### src/rtl/clock_cfg_ctrl.sv
// Keypad configuration controller for the BCD wall clock: direct HHMM time load,
// multi-slot alarm programming, ring with auto-stop, entry timeout and tick enable.
module clock_cfg_ctrl #(
  parameter int unsigned NUM_ALARMS     = 4,
  parameter int unsigned TIMEOUT_CYCLES = 270000000,
  parameter int unsigned RING_SECONDS   = 60
) (
  input  logic                    clk,
  input  logic                    rst,
  input  logic                    key_valid,
  input  logic [3:0]              key_code,
  input  logic                    sec_tick,
  input  logic [7:0]              cur_hour,
  input  logic [7:0]              cur_minute,
  input  logic [7:0]              cur_second,
  output logic                    load_time,
  output logic [7:0]              load_hour,
  output logic [7:0]              load_minute,
  output logic [8*NUM_ALARMS-1:0] alarm_hour,
  output logic [8*NUM_ALARMS-1:0] alarm_minute,
  output logic [NUM_ALARMS-1:0]   alarm_valid,
  output logic                    ring,
  output logic [3:0]              ring_idx,
  output logic                    tick_en,
  output logic                    entry_err,
  output logic                    timeout,
  output logic [3:0]              state
);
  localparam int unsigned TO_W   = $clog2(TIMEOUT_CYCLES);
  localparam int unsigned RING_W = $clog2(RING_SECONDS + 1);

  localparam logic [3:0] K_CANCEL = 4'd10;
  localparam logic [3:0] K_SET_T  = 4'd11;
  localparam logic [3:0] K_ACK    = 4'd12;
  localparam logic [3:0] K_SET_A  = 4'd13;
  localparam logic [3:0] K_CLR_A  = 4'd14;
  localparam logic [3:0] K_TICK   = 4'd15;

  typedef enum logic [3:0] {
    IDLE  = 4'd0, T_H1 = 4'd1, T_H0 = 4'd2, T_M1 = 4'd3, T_M0 = 4'd4,
    A_IDX = 4'd5, A_H1 = 4'd6, A_H0 = 4'd7, A_M1 = 4'd8, A_M0 = 4'd9,
    D_IDX = 4'd10
  } state_e;

  state_e                  state_q, state_d;
  logic [15:0]             stage_q, stage_d;
  logic [3:0]              slot_q, slot_d;
  logic [TO_W-1:0]         to_cnt_q, to_cnt_d;
  logic [RING_W-1:0]       ring_cnt_q, ring_cnt_d;
  logic [7:0]              load_hour_d, load_minute_d;
  logic [8*NUM_ALARMS-1:0] alarm_hour_d, alarm_minute_d;
  logic [NUM_ALARMS-1:0]   alarm_valid_d;
  logic                    ring_d, tick_en_d, load_time_d, entry_err_d, timeout_d;
  logic [3:0]              ring_idx_d;

  logic       in_entry, is_digit, is_cancel, idle_key, digit_ok, digit_acc, digit_rej;
  logic       to_expire, match_any, trigger;
  logic [3:0] match_idx;

  assign state     = state_q;
  assign in_entry  = (state_q != IDLE);
  assign is_digit  = key_valid && (key_code <= 4'd9);
  assign is_cancel = key_valid && (key_code == K_CANCEL);
  assign idle_key  = key_valid && !in_entry;
  assign digit_acc = in_entry && is_digit && digit_ok;
  assign digit_rej = in_entry && is_digit && !digit_ok;
  assign to_expire = in_entry && !key_valid && (to_cnt_q == TO_W'(TIMEOUT_CYCLES - 1));
  assign trigger   = sec_tick && (cur_second == 8'h00) && match_any;

  // Range check of the digit for the field the current state is collecting
  always_comb begin
    digit_ok = 1'b0;
    case (state_q)
      T_H1, A_H1:   digit_ok = (key_code <= 4'd2);
      T_H0, A_H0:   digit_ok = (stage_q[15:12] == 4'd2) ? (key_code <= 4'd3) : 1'b1;
      T_M1, A_M1:   digit_ok = (key_code <= 4'd5);
      T_M0, A_M0:   digit_ok = 1'b1;
      A_IDX, D_IDX: digit_ok = (32'(key_code) < NUM_ALARMS);
      default:      digit_ok = 1'b0;
    endcase
  end

  // Lowest armed slot matching the current hour/minute
  always_comb begin
    match_any = 1'b0;
    match_idx = 4'd0;
    for (int i = NUM_ALARMS - 1; i >= 0; i--) begin
      if (alarm_valid[i] && (alarm_hour[8*i +: 8] == cur_hour) &&
          (alarm_minute[8*i +: 8] == cur_minute)) begin
        match_any = 1'b1;
        match_idx = 4'(i);
      end
    end
  end

  always_ff @(posedge clk or posedge rst) begin
    if (rst) state_q <= IDLE;
    else     state_q <= state_d;
  end

  always_comb begin
    state_d = state_q;
    if (!in_entry) begin
      if (key_valid) begin
        case (key_code)
          K_SET_T: state_d = T_H1;
          K_SET_A: state_d = A_IDX;
          K_CLR_A: state_d = D_IDX;
          default: state_d = IDLE;
        endcase
      end
    end else if (is_cancel || to_expire) begin
      state_d = IDLE;
    end else if (digit_acc) begin
      case (state_q)
        T_H1:    state_d = T_H0;
        T_H0:    state_d = T_M1;
        T_M1:    state_d = T_M0;
        A_IDX:   state_d = A_H1;
        A_H1:    state_d = A_H0;
        A_H0:    state_d = A_M1;
        A_M1:    state_d = A_M0;
        default: state_d = IDLE;
      endcase
    end
  end

  always_comb begin
    stage_d        = stage_q;
    slot_d         = slot_q;
    load_hour_d    = load_hour;
    load_minute_d  = load_minute;
    alarm_hour_d   = alarm_hour;
    alarm_minute_d = alarm_minute;
    alarm_valid_d  = alarm_valid;
    tick_en_d      = tick_en;
    load_time_d    = 1'b0;
    entry_err_d    = digit_rej;
    timeout_d      = to_expire;
    ring_d         = ring;
    ring_idx_d     = ring_idx;
    ring_cnt_d     = ring_cnt_q;

    if (!in_entry || key_valid || to_expire) to_cnt_d = '0;
    else                                     to_cnt_d = to_cnt_q + TO_W'(1);

    if (idle_key && (key_code == K_TICK)) tick_en_d = !tick_en;

    if (digit_acc) begin
      case (state_q)
        T_H1, A_H1: stage_d[15:12] = key_code;
        T_H0, A_H0: stage_d[11:8]  = key_code;
        T_M1, A_M1: stage_d[7:4]   = key_code;
        A_IDX:      slot_d         = key_code;
        T_M0: begin
          load_hour_d   = stage_q[15:8];
          load_minute_d = {stage_q[7:4], key_code};
          load_time_d   = 1'b1;
        end
        default: ;
      endcase
    end

    for (int i = 0; i < NUM_ALARMS; i++) begin
      if (digit_acc && (state_q == A_M0) && (slot_q == 4'(i))) begin
        alarm_hour_d[8*i +: 8]   = stage_q[15:8];
        alarm_minute_d[8*i +: 8] = {stage_q[7:4], key_code};
        alarm_valid_d[i]         = 1'b1;
      end
      if (digit_acc && (state_q == D_IDX) && (key_code == 4'(i))) alarm_valid_d[i] = 1'b0;
    end

    // Stops first; a same-cycle trigger overrides them
    if (ring && sec_tick) begin
      if (ring_cnt_q == RING_W'(RING_SECONDS - 1)) begin
        ring_d     = 1'b0;
        ring_cnt_d = '0;
      end else begin
        ring_cnt_d = ring_cnt_q + RING_W'(1);
      end
    end
    if (idle_key && (key_code == K_ACK)) ring_d = 1'b0;
    if (digit_acc && (state_q == D_IDX) && ring && (key_code == ring_idx)) ring_d = 1'b0;
    if (trigger) begin
      ring_d     = 1'b1;
      ring_idx_d = match_idx;
      ring_cnt_d = '0;
    end
  end

  always_ff @(posedge clk or posedge rst) begin
    if (rst) begin
      stage_q      <= '0;
      slot_q       <= '0;
      to_cnt_q     <= '0;
      ring_cnt_q   <= '0;
      load_hour    <= '0;
      load_minute  <= '0;
      alarm_hour   <= '0;
      alarm_minute <= '0;
      alarm_valid  <= '0;
      tick_en      <= 1'b1;
      load_time    <= 1'b0;
      entry_err    <= 1'b0;
      timeout      <= 1'b0;
      ring         <= 1'b0;
      ring_idx     <= '0;
    end else begin
      stage_q      <= stage_d;
      slot_q       <= slot_d;
      to_cnt_q     <= to_cnt_d;
      ring_cnt_q   <= ring_cnt_d;
      load_hour    <= load_hour_d;
      load_minute  <= load_minute_d;
      alarm_hour   <= alarm_hour_d;
      alarm_minute <= alarm_minute_d;
      alarm_valid  <= alarm_valid_d;
      tick_en      <= tick_en_d;
      load_time    <= load_time_d;
      entry_err    <= entry_err_d;
      timeout      <= timeout_d;
      ring         <= ring_d;
      ring_idx     <= ring_idx_d;
    end
  end
endmodule
### config.mk
export PLATFORM = sky130hd
export DESIGN_NAME = clock_cfg_ctrl
export DESIGN_NICKNAME = d
export VERILOG_FILES = /design/src/rtl/clock_cfg_ctrl.sv
export SDC_FILE = /design/constraint.sdc
export NUM_CORES = 1
export LEC_CHECK = 0
export CAP_MARGIN = 0
export CORE_ASPECT_RATIO = 0.7
export CORE_MARGIN = 10
export CORE_UTILIZATION = 40
export CTS_BUF_LIST = sky130_fd_sc_hd__clkbuf_8
export CTS_CLUSTER_DIAMETER = 60
export DETAILED_ROUTE_END_ITERATION = 7
export PLACE_DENSITY_LB_ADDON = 0.08
export SYNTH_ARGS = -nofsm -noshare
export SYNTH_HDL_FRONTEND = slang
export SYNTH_SLANG_ARGS = --single-unit
export TNS_END_PERCENT = 1
### constraint.sdc
create_clock -name clk -period 9.1 [get_ports clk]
set_input_delay 1.82 -clock clk [delete_from_list [all_inputs] [get_ports clk]]
set_output_delay 1.82 -clock clk [all_outputs]
set_load 0.005 [all_outputs]
# Word level (Yosys, flattened, before mapping)
# Index checks and enable logic that the tools add are counted.
# W data, S select, Z words.
word_totals:
  mem_bits_ro: 0
  word_cells: 168
  reg_bits: 148
  mem_count: 0
  out_inout_bits: 97
  latchBits: 0
  ram_bits: 0
op_classes:
  reduce_logical: 64
  bitwise_logic: 0
  eq_ne: 35
  addsub: 2
  mul: 0
  mux: 35
  div: 0
  n_lt_le_gt_ge: 5
  shift: 0
op_table:
  columns: ["cell", "n"]
  rows:
  - ["$eq A8 B8 Y1", 8]
  - ["$eq A4 B4 Y1 const B", 9]
  - ["$logic_and A1 B1 Y1", 33]
  - ["$add A29 B1 Y29 const B", 1]
  - ["$eq A29 B29 Y1 const B", 1]
  - ["$mux W29", 1]
  - ["$eq A4 B2 Y1 const B", 7]
  - ["$mux W4", 7]
  - ["$pmux W4 S7", 1]
  - ["$mux W1", 20]
  - ["$mux W6", 3]
  - ["$eq A4 B3 Y1 const B", 4]
  - ["$reduce_and A2 Y1", 7]
  - ["$eq A4 B1 Y1 const B", 3]
  - ["$pmux W4 S3", 1]
  - ["$reduce_bool A2 Y1", 6]
  - ["$reduce_bool A4 Y1", 3]
  - ["$reduce_or A2 Y1", 5]
  - ["$le A4 B2 Y1 const B", 2]
  - ["$logic_not A4 Y1", 2]
  - ["$logic_not A8 Y1", 1]
  - ["$add A6 B1 Y6 const B", 1]
  - ["$eq A6 B6 Y1 const B", 1]
  - ["$pmux W1 S5", 1]
  - ["8 further kinds", 13]

# Longest topological paths before layout
# Gate-level depths: netlist (run 1).
logic_depth:
  ltp_word: 10
  ltp_mapped: 8

# Worst setup path after synthesis (run 1)
# OpenSTA, ideal clock, no wires.
synth_timing:
  path_kind: "input to register"
  startpoint: "input port key_code[1]"
  endpoint: "register alarm_hour[16]"
  path_buffers: 2
  t_arrival_ns: 3.418
  cell_stages: 7
  path_slack_ns: 5.557
  path_cell_list: "o21ai_0 > and2_1 > buf_2 > nand4b_1 > nor3_2 > buf_4 > mux2_2"
synth_between:
  elab_chain_cells: 6
  elab_cells_between_ends: 12
synth_lines:
  columns: ["item", "line_no", "text"]
  rows:
  - ["from (decl)", "11", "input logic [3:0] key_code,"]
  - ["$le A4 B2 Y1 or $le A4 B4 Y1 (tied branches)", "75, 62", null]
  - ["$mux W1 or $logic_and A1 B1 Y1 (tied branches)", "75, 62", null]
  - ["$pmux W1 S5 or $logic_and A1 B1 Y1 (tied branches)", "73, 65", null]
  - ["$logic_and A1 B1 Y1 *", "65", "assign digit_acc = in_entry && is_digit && digit_ok;"]
  - ["$logic_and A1 B1 Y1 * (2 in series)", "165", "if (digit_acc && (state_q == A_M0) && (slot_q == 4'(i))) begin"]
  - ["to (signal assigned)", "215", "alarm_hour <= alarm_hour_d;"]
  - ["to (decl)", "19", "output logic [8*NUM_ALARMS-1:0] alarm_hour,"]
# Every way passes the cells marked *; elsewhere a longest branch is shown, timed or not.
# A chain may end at the register's enable or synchronous reset.

# Worst setup path after layout (run 1)
layout_timing:
  startpoint: "input port key_code[1]"
  endpoint: "register alarm_minute[13]"
layout_between:
  elab_chain_cells: 6
  elab_cells_between_ends: 12
layout_lines:
  columns: ["item", "line_no", "text"]
  rows:
  - ["$le A4 B2 Y1 or $le A4 B4 Y1 (tied branches)", "75, 62", null]
  - ["$mux W1 or $logic_and A1 B1 Y1 (tied branches)", "75, 62", null]
  - ["$pmux W1 S5 or $logic_and A1 B1 Y1 (tied branches)", "73, 65", null]
  - ["$logic_and A1 B1 Y1 *", "65", null]
  - ["$logic_and A1 B1 Y1 * (2 in series)", "165", null]
  - ["to (signal assigned)", "216", "alarm_minute <= alarm_minute_d;"]
  - ["to (decl)", "20", "output logic [8*NUM_ALARMS-1:0] alarm_minute,"]
# Marked as above.

==> results of run 1 <==
state kept, by name, summed over array words and instances, names as in the netlist, 2 cells and up:
register	count
stage_q	12
state	4
ring_idx	2
alarm_hour	32
load_hour	8
slot_q	4
to_cnt_q	29
alarm_valid	4
load_minute	8
alarm_minute	32
ring_cnt_q	6
stage by stage:
| step | setup WS [ns] | instances | util |
|---|---|---|---|
| 3_3_place_gp | 4.14 | 990 | 0.489 |
| 3_5_place_dp | 4.10 | 990 | 0.489 |
| 6_report | 4.49 | 1022 | 0.512 |
| 5_1_grt | 4.26 | 1022 | 0.512 |
| 4_1_cts | 4.58 | 1022 | 0.512 |
| 2_1_floorplan | 3.36 | 644 | - |
metal layers:
| metal | global-route usage | vias to the layer above | share of wire |
|---|---|---|---|
| met3 | 0.0613 | 13 | 0.081 |
| met1 | 0.279 | 2804 | 0.51 |
| met2 | 0.250 | 194 | 0.40 |
| met4 | 0.0379 | 0 | 0.0062 |
| li1 | - | 2534 | - |
| met5 | 0 | - | 0 |
final cells by class:
type | count | area [µm²]
inverter | 8 | 35.0
tap | 236 | 295
multi-input combinational | 470 | 3470
timing repair buffer | 130 | 1290
clock buffer | 18 | 248
clock inverter | 14 | 176
sequential | 146 | 3650
fill | 1597 | 8730
logic make-up after synthesis:
group | count (synthesis) | synth area share
adder cells (fa/ha/maj) | 2 | 0.00345
XOR/XNOR | 98 | 0.118
AND/OR/NAND/NOR | 239 | 0.176
flip-flops | 146 | 0.503
other | 1 | 0.000517
multiplexers | 88 | 0.137
AO/OA/AOI/OAI | 41 | 0.0426
buffers and inverters | 28 | 0.0184
Yosys cell counts (all sizes together), types with 4 or more instances:
cell    number
and3        14
o21ai       10
or4          4
nand2       59
nor4b        5
nand2b       6
clkbuf       9
nand3       17
nor4        22
or3          6
nor3        11
and2         9
nand4       14
dfrtp      145
inv          7
mux2        85
a21oi        9
nand4b       5
nor2        49
nor2b        4
xor2        73
xnor2       25
buf         11
power groups by stage:
stage               registers [mW]  logic, mW  clock network (mW)
global placement             0.866      0.415                   0
finish                       0.858      0.414               0.546
floorplan                    0.811      0.242                   0
global route                 0.872      0.457               0.584
detailed placement           0.869      0.416                   0
CTS                          0.857      0.419               0.556
path summary, 6_finish.rpt:
kind,end,slack [ns],cells past startpoint
max,alarm_minute[13],4.49,6
min,load_hour[0],0.48,2
max reg2reg,alarm_minute[13],6.08,5
min reg2reg,load_hour[0],0.48,2
max in group asynchronous,alarm_hour[8],5.74,3
min in group asynchronous,to_cnt_q[12],1.82,2
cells in the final DEF, fill, tap and decap left out, types with 5 or more instances in the layout:
| cell type | synthesis | routed |
|---|---|---|
| mux2_2 | 76 | 76 |
| nand4_1 | 14 | 14 |
| nor4_1 | 22 | 22 |
| clkdlybuf4s50_1 | 0 | 126 |
| a21oi_1 | 9 | 9 |
| nor2_1 | 49 | 49 |
| nand3_1 | 17 | 17 |
| nor3_1 | 9 | 9 |
| dfrtp_1 | 145 | 145 |
| xor2_1 | 73 | 73 |
| or3_1 | 6 | 6 |
| and2_1 | 9 | 9 |
| clkbuf_8 | 0 | 18 |
| nand4b_1 | 5 | 5 |
| xnor2_1 | 25 | 25 |
| nand2_1 | 59 | 59 |
| mux2_1 | 7 | 7 |
| inv_6 | 0 | 5 |
| inv_1 | 7 | 6 |
| o21ai_0 | 8 | 8 |
| and3_1 | 14 | 14 |
| nor4b_1 | 5 | 5 |
| nand2b_1 | 5 | 5 |
critical path, cell delays in order:
cell and delay [ns]:
clkdlybuf4s50_1 0.84, o21ai_0 0.31, and2_1 0.27, nand4b_1 0.28, nor3b_4 1.00, mux2_2 0.43
==> key figures, run 1 <==
Worst setup path
  – Worst EP required: 9.44 ns
  – Crit path max fanout: 21
  – CP Capture Type: register
  – Worst setup SP type: input pin
  – Setup CP Type: in -> reg
  – Worst r2r src: state[0]
  – CP Launch Point: key_code[1]
  – Critical Path AT: 4.95 ns

Timing
  – Final worst path period need: roughly 4.6 ns
  – Fmax: 0.217 GHz
  – RSZ-0062 raised after global routing: false
  – Endpoints failing hold: 0
  – Fin Hold WS: 0.482 ns
  – Final setup fails: 0
  – Total negative setup slack: 0 ns
  – Worst-margin pin slew: 1.15 ns
  – Slew Viols, Final: 0
  – Setup Skew: 0.00837 ns
  – Post-route clock period utilization: 0.507
  – Slew headroom: 0.234

Detailed routing
  – DR vias: 5545
  – Final wirelength: 22400 µm
  – Detailed Routing Iterations Pass 1: 5
  – Post-DR vias/cell: 5.43
  – DRC errors left: 0
  – Routed Antenna Nets: 0
  – Initial drt markers: 581
  – Routed WL per cell: 21.9 µm

Yosys
  – Cells after synthesis: between 600 and 700
  – Synth cell types: 63
  – Post-synth top area cell: dfrtp_1
  – Async set-reset flop share out of synthesis: 1.00
  – Seq/Total Area, Yosys: 0.503
  – Yosys warnings: 0
  – Syn_area_per_cell: between 10 and 15 µm²
  – Synth Register Bits: 146
  – Area share of the largest cell type after synthesis: 0.500
  – Main synth FF type: dfrtp_1
  – Synth area leaders: dfrtp_1 50%, mux2_2 12%, xor2_1 8.8%
  – EDFF count, synth: 0
  – Post-synthesis instance area: 7260 µm²

Pwr
  – Sw frac: 0.319
  – Worst vdd ir: ~0.00011 V
  – Comb pwr share: 0.228
  – Static leakage: between 4 and 5 nW
  – PD cells: 198 nW/µm²
  – P_int: between 1 and 1.5 mW
  – Switch Pwr: 0.580 mW
  – Clk pwr share: 0.300
  – Tot Pwr: 1.82 mW
  – Flop pwr share: 0.472

Placed design
  – # port buffers: 126
  – Gp weighted congestion: 0.916
  – DP Wirelength: 16900 µm
  – Cell Area, Placed: 8750 µm²

GRT
  – Number of global-route vias before repair: 5752
  – Largest net degree at the start of global routing: 80
  – Wire length of the first global-routing pass: 35100 µm
  – Antenna violations before repair: 0
  – GRT Util Overall: 0.186
  – GRT overflow: 0

CTS
  – Clk root buf: clkbuf_8
  – Postcts setup bufs: 0
  – Htree depth: 4
  – Clock Sinks: 146
  – Cts hold-fix bufs: 0
  – Post-cts repair resize count: 0
  – CTS tree: yes
  – CTS Buf Count: 17
  – Bufs on Longest Clock Path: 2
  – Clk_lat worst skew: between 0.4 and 0.5 ns
  – Reg clk slew, reported paths: 0.09 ns

Worst hold path
  – Hold path startpoint: load_hour[0]
  – Hold Crit Class: reg -> reg

Die
  – Die ar.: approximately 24000 µm²
  – # IOs: 129
  – Die Y: around 130 µm
  – Die extent in x: 181 µm
  – Core Region: roughly 18000 µm²
  – Row Count: 41
  – Initial core utilization: 0.405

Run status
  – Status: complete, no violations

Job
  – Max-Cap Viols: 0

Layout
  – Fin nets: around 810
  – Fraction of layout instances using a drive strength above 1: 0.164
  – Antenna diode count: 0
  – Syn-to-layout area delta: 26.4%
  – Post-route cell area: 9180 µm²
Note: power is estimated with default switching activity, not from simulation.
==> run 2, diff against run 1 <==
Clock period 9.1 ns to 4.21 ns, I/O delays scaled along.
==> key figures, run 2 (synthesis results as in run 1) <==
Run status
  – Status: complete, no violations

GRT
  – Antenna violations before repair: 0
  – Met1 usage: 0.282
  – Largest net degree at the start of global routing: 60
  – GR peak layer: met1
  – GRT overflow: 0
  – Wire length of the first global-routing pass: 35000 µm
  – Grt met2 use: 0.257
  – Number of global-route vias before repair: 5685
  – Met3 Use GR: 0.0523
  – GRT Util Overall: 0.187

Layout
  – Fin nets: 816
  – Fraction of layout instances using a drive strength above 1: 0.173
  – Multi-input logic area: around 3500 µm²
  – Most common cell after layout, fill and taps aside: dfrtp_1
  – Syn-to-layout area delta: 27.3%
  – Fin util: 0.516
  – Reg area: 3650 µm²
  – Antenna diode count: 0
  – Layout filler cell count: 1591
  – Regs by FF count: alarm_hour: 32 flops, alarm_minute: 32 flops, to_cnt_q: 29 flops
  – Commonest cells after routing, fill and taps aside: 145 x dfrtp_1, 126 x clkdlybuf4s50_1, 76 x mux2_2

Pwr
  – P_int: 2.62 mW
  – Sw frac: 0.328
  – Flop pwr share: 0.474
  – Tot Pwr: a little under 4 mW
  – PD cells: 421 nW/µm²
  – Clk pwr share: 0.293
  – Static leakage: 4.20 nW
  – Comb pwr share: 0.232
  – Worst vdd ir: 0.000219 V
  – Switch Pwr: between 1 and 1.5 mW

CTS
  – Htree depth: 4
  – Postcts setup bufs: 0
  – Clk root buf: clkbuf_8
  – CTS tree: yes
  – Cts hold-fix bufs: 0
  – CTS Buf Count: 17
  – Reg clk slew, reported paths: 0.10 ns
  – Clock Sinks: 146
  – Clk_lat worst skew: 0.46 ns
  – Bufs on Longest Clock Path: 2
  – Post-cts repair resize count: 0

Worst hold path
  – Hold Path Cell Cnt: 2
  – Hold Crit Class: reg -> reg

Worst setup path
  – Most common cell on crit path: or3_1
  – Setup CP Type: in -> reg
  – R2R depth: 7
  – Crit path max fanout: 8
  – Slowest CP cell: clkdlybuf4s50_1
  – CP Capture Type: register
  – Worst EP required: 4.55 ns
  – Worst path max stage delay: 0.54 ns
  – Cell Chain, Critical Path: clkdlybuf4s50_1 > buf_4 > or3_1 > a221o_1 > o2111ai_2 > o21ai_2 > or3_1 > mux2_1
  – Worst setup SP type: input pin
  – Critical Path AT: approximately 3.3 ns

Placed design
  – DP Wirelength: 17500 µm
  – # port buffers: 126
  – Gp weighted congestion: a little under 0.9

Job
  – Max-Cap Viols: 0

Timing
  – Final setup fails: 0
  – Worst-margin pin slew: approximately 0.96 ns
  – Slew Viols, Final: 0
  – Slew headroom: 0.357
  – Post-route clock period utilization: 0.708
  – Endpoints failing hold: 0
  – RSZ-0062 raised after global routing: false
  – Fmax: 0.336 GHz
  – Setup Skew: around 0.014 ns
  – Fin Hold WS: 0.484 ns
  – Final worst path period need: 2.98 ns
  – Total negative setup slack: 0 ns

Die
  – Initial core utilization: 0.405
  – Row Count: around 40
  – Die Y: 133 µm
  – Die extent in x: roughly 180 µm
  – Die ar.: roughly 24000 µm²
  – Core Region: roughly 18000 µm²
  – # IOs: 129

Detailed routing
  – Routed WL per cell: 21.8 µm
  – Routed Antenna Nets: 0
  – Detailed Routing Iterations Pass 1: 5
  – DR vias: around 5600
  – Post-DR vias/cell: 5.40
  – DRC errors left: 0
  – Final wirelength: between 20000 and 25000 µm
  – Initial drt markers: 390
==> run 2: cell count changes in the layout (fill, tap and decap cells not counted) <==
cell        delta
inv_8          +2
inv_6          +1
buf_12         +2
clkinv_2       -2
clkbuf_8       -1
clkinv_4       -1
clkinvlp_4     +1
buf_4          +7
bufinv_16      -1
==> run 2: metrics by stage <==
step                      setup slack, ns  std cells  cell area (µm²)
after global placement              0.816        999             8840
final                                1.23       1030             9240
after global routing                 1.08       1030             9240
after detailed placement            0.766        999             8840
after floorplan                      1.54        644             7270
after CTS                            1.26       1030             9240
==> run 2: power by group through the flow <==
stage / registers (mW) / clock network [mW] / logic (mW)
5_1_grt: 1.88 / 1.24 / 0.990
2_1_floorplan: 1.75 / 0 / 0.523
3_3_place_gp: 1.87 / 0 / 0.909
4_1_cts: 1.85 / 1.17 / 0.915
6_report: 1.85 / 1.14 / 0.905
3_5_place_dp: 1.87 / 0 / 0.909
==> run 2: final cells by class <==
cell class,count,area share
Clock buffer,17,0.0253
Clock inverter,14,0.0181
Inverter,8,0.00365
Multi-Input combinational cell,470,0.376
Sequential cell,146,0.395
Tap cell,236,0.0319
Timing Repair Buffer,139,0.150
==> run 2: worst max-delay path: cells and delay by family <==
family                 cells  cell delay [ns]
muxes                      1             0.35
and+or+nand+nor            2             0.83
AOI/OAI and AO/OA          3             0.51
buffers and inverters      2             0.78
==> run 2: final timing paths <==
kind / to / start / slack, ns
setup / recovery: stage_q[6] / key_code[2] / 1.23
hold / removal: load_hour[1] / load_hour[1] / 0.48
hold reg to reg: load_hour[1] / load_hour[1] / 0.48
max in group asynchronous: tick_en / rst / 2.46
setup reg to reg: alarm_minute[29] / state[0] / 1.53
min in group asynchronous: to_cnt_q[25] / rst / 0.91
==> run 2: per-layer routing <==
layer	vias to the layer above	routed length [µm]	part of all wire
met5	-	0	0
met4	0	149	0.0066
met3	12	1650	0.074
met2	184	9210	0.41
li1	2538	-	-
met1	2832	11400	0.51
==> run 3, diff against run 2 <==
Clock period 4.21 ns to 2.7 ns, I/O delays scaled along.
==> key figures, run 3 (synthesis results as in run 1) <==
Timing
  – Endpoints failing hold: 0
  – Post-route clock period utilization: 0.955
  – Setup Skew: ~0.012 ns
  – Slack of the critical path: ~0.12 ns
  – Slew Viols, Final: 0
  – Fmax: 0.388 GHz
  – Worst-margin pin slew: 0.504 ns
  – Fin Hold WS: 0.431 ns
  – Slew headroom: 0.662
  – RSZ-0062 raised after global routing: false
  – Final setup fails: 0
  – Final worst path period need: 2.58 ns

Detailed routing
  – DRC errors left: 0
  – Routed Antenna Nets: 0
  – Initial drt markers: around 340
  – Post-DR vias/cell: 5.28
  – DR vias: 5724
  – Detailed Routing Iterations Pass 1: 4
  – Routed WL per cell: between 20 and 25 µm
  – Final wirelength: around 23000 µm

CTS
  – Cts hold-fix bufs: 0
  – Postcts setup bufs: 0
  – Clock Sinks: about 150
  – Htree depth: 4
  – Bufs on Longest Clock Path: 2
  – CTS Buf Count: 17
  – Clk_lat worst skew: 0.46 ns
  – Clk root buf: clkbuf_8
  – Post-cts repair resize count: 0
  – Reg clk slew, reported paths: 0.09 ns
  – CTS tree: yes

Worst setup path
  – Setup crit end: state[3]
  – Worst setup SP type: register
  – CP Launch Point: to_cnt_q[23]
  – CP Capture Type: register
  – Setup CP Type: reg -> reg
  – Slowest CP cell: dfrtp_1
  – Cell Chain, Critical Path: nor4_1 > and4b_1 > nand4_1 > o211a_1 > a211oi_2 > mux2_2
  – Worst r2r src: to_cnt_q[23]
  – R2R depth: 6
  – Worst EP required: 3.05 ns
  – Crit path max fanout: 6
  – Critical Path AT: around 2.9 ns
  – R2R setup slack: 0.12 ns
  – Worst path max stage delay: 0.46 ns
  – R2r endpoint: state[3]

Pwr
  – Worst vdd ir: 0.000439 V
  – PD cells: 645 nW/µm²
  – Static leakage: 4.48 nW

Layout
  – Fin nets: 870
  – Most common cell after layout, fill and taps aside: dfrtp_1
  – Regs by FF count: alarm_hour: 32 flops, alarm_minute: 32 flops, to_cnt_q: 29 flops
  – Reg area: 3650 µm²
  – Syn-to-layout area delta: 33.7%
  – Commonest cells after routing, fill and taps aside: 145 x dfrtp_1, 126 x clkdlybuf4s50_1, 76 x mux2_2
  – Antenna diode count: 0
  – Layout filler cell count: between 1500 and 2000
  – Multi-input logic area: around 3500 µm²
  – Fraction of layout instances using a drive strength above 1: 0.226

Die
  – Die Y: 133 µm
  – Core Region: 17900 µm²
  – Die ar.: 24000 µm²
  – Die extent in x: 181 µm
  – Row Count: between 40 and 50
  – Initial core utilization: 0.405
  – # IOs: 129

Placed design
  – # port buffers: between 100 and 150
  – Post-Place Worst Slack: -0.105 ns
  – Gp weighted congestion: 0.868
  – DP Wirelength: 18400 µm

Worst hold path
  – Hold Crit Class: in -> async

GRT
  – GRT Util Overall: 0.195
  – Number of global-route vias before repair: 5908
  – Antenna violations before repair: 0
  – GRT overflow: 0
  – Wire length of the first global-routing pass: between 30000 and 40000 µm
  – Largest net degree at the start of global routing: 41

Job
  – Max-Cap Viols: 0

Run status
  – Status: complete, no violations
-- run 3: cell count changes in the layout (fill, tap and decap cells not counted) --
cell / change
buf_12: +4
buf_4: +50
clkinvlp_4: +1
clkinv_4: -1
clkinv_2: +1
-- run 3: stage by stage --
| stage | std cells | utilization | total power [mW] | setup TNS (ns) | area [µm²] |
|---|---|---|---|---|---|
| floorplan | 644 | - | 3.55 | 0 | 7270 |
| global placement | 1053 | 0.519 | 4.48 | -0.689 | 9300 |
| detailed placement | 1053 | 0.519 | 4.48 | -0.975 | 9300 |
| CTS | 1085 | 0.542 | 6.30 | 0 | 9700 |
| global route | 1085 | 0.542 | 6.58 | 0 | 9700 |
| finish | 1085 | 0.542 | 6.25 | 0 | 9700 |
-- run 3: area by class of cell --
| cell class | instances | area share |
|---|---|---|
| clock inverters | 15 | 0.0177 |
| inverters | 8 | 0.00348 |
| flip-flops and latches | 146 | 0.377 |
| well taps | 236 | 0.0304 |
| clock buffers | 17 | 0.0241 |
| multi-input cells | 470 | 0.358 |
| repair buffers | 193 | 0.190 |
-- run 3: power by group --
group / switching (mW) / total [mW] / leakage (nW) / internal, mW
combinational: 0.700 / 1.59 / 2.29 / 0.889
clock: 0.958 / 1.81 / 0.198 / 0.849
sequential: 0.401 / 2.86 / 1.99 / 2.46
-- run 3: per-layer routing --
| layer | up-vias | GRT usage | share of wire |
|---|---|---|---|
| met2 | 153 | 0.265 | 0.40 |
| met3 | 15 | 0.0515 | 0.056 |
| met5 | - | 0 | 0 |
| met4 | 0 | 0.0442 | 0.0091 |
| met1 | 2901 | 0.298 | 0.53 |
| li1 | 2655 | - | - |
-- run 3: worst max-delay path, delay by kind of cell, from the launching register on --
family	cells	cell delay, ns
AOI/OAI and AO/OA	2	0.62
DFF	1	0.46
muxes	1	0.38
and+or+nand+nor	3	1.02
-- run 3: worst min path at each step --
stage,end,slack [ns],cells after the start
3_3_place_gp,load_minute[6],0.46,2
3_5_place_dp,load_hour[3],0.47,2
5_1_grt,ring_cnt_q[4],0.43,2
2_1_floorplan,slot_q[2],0.44,1
4_1_cts,ring_cnt_q[4],0.42,2
6_report,ring_cnt_q[4],0.43,2
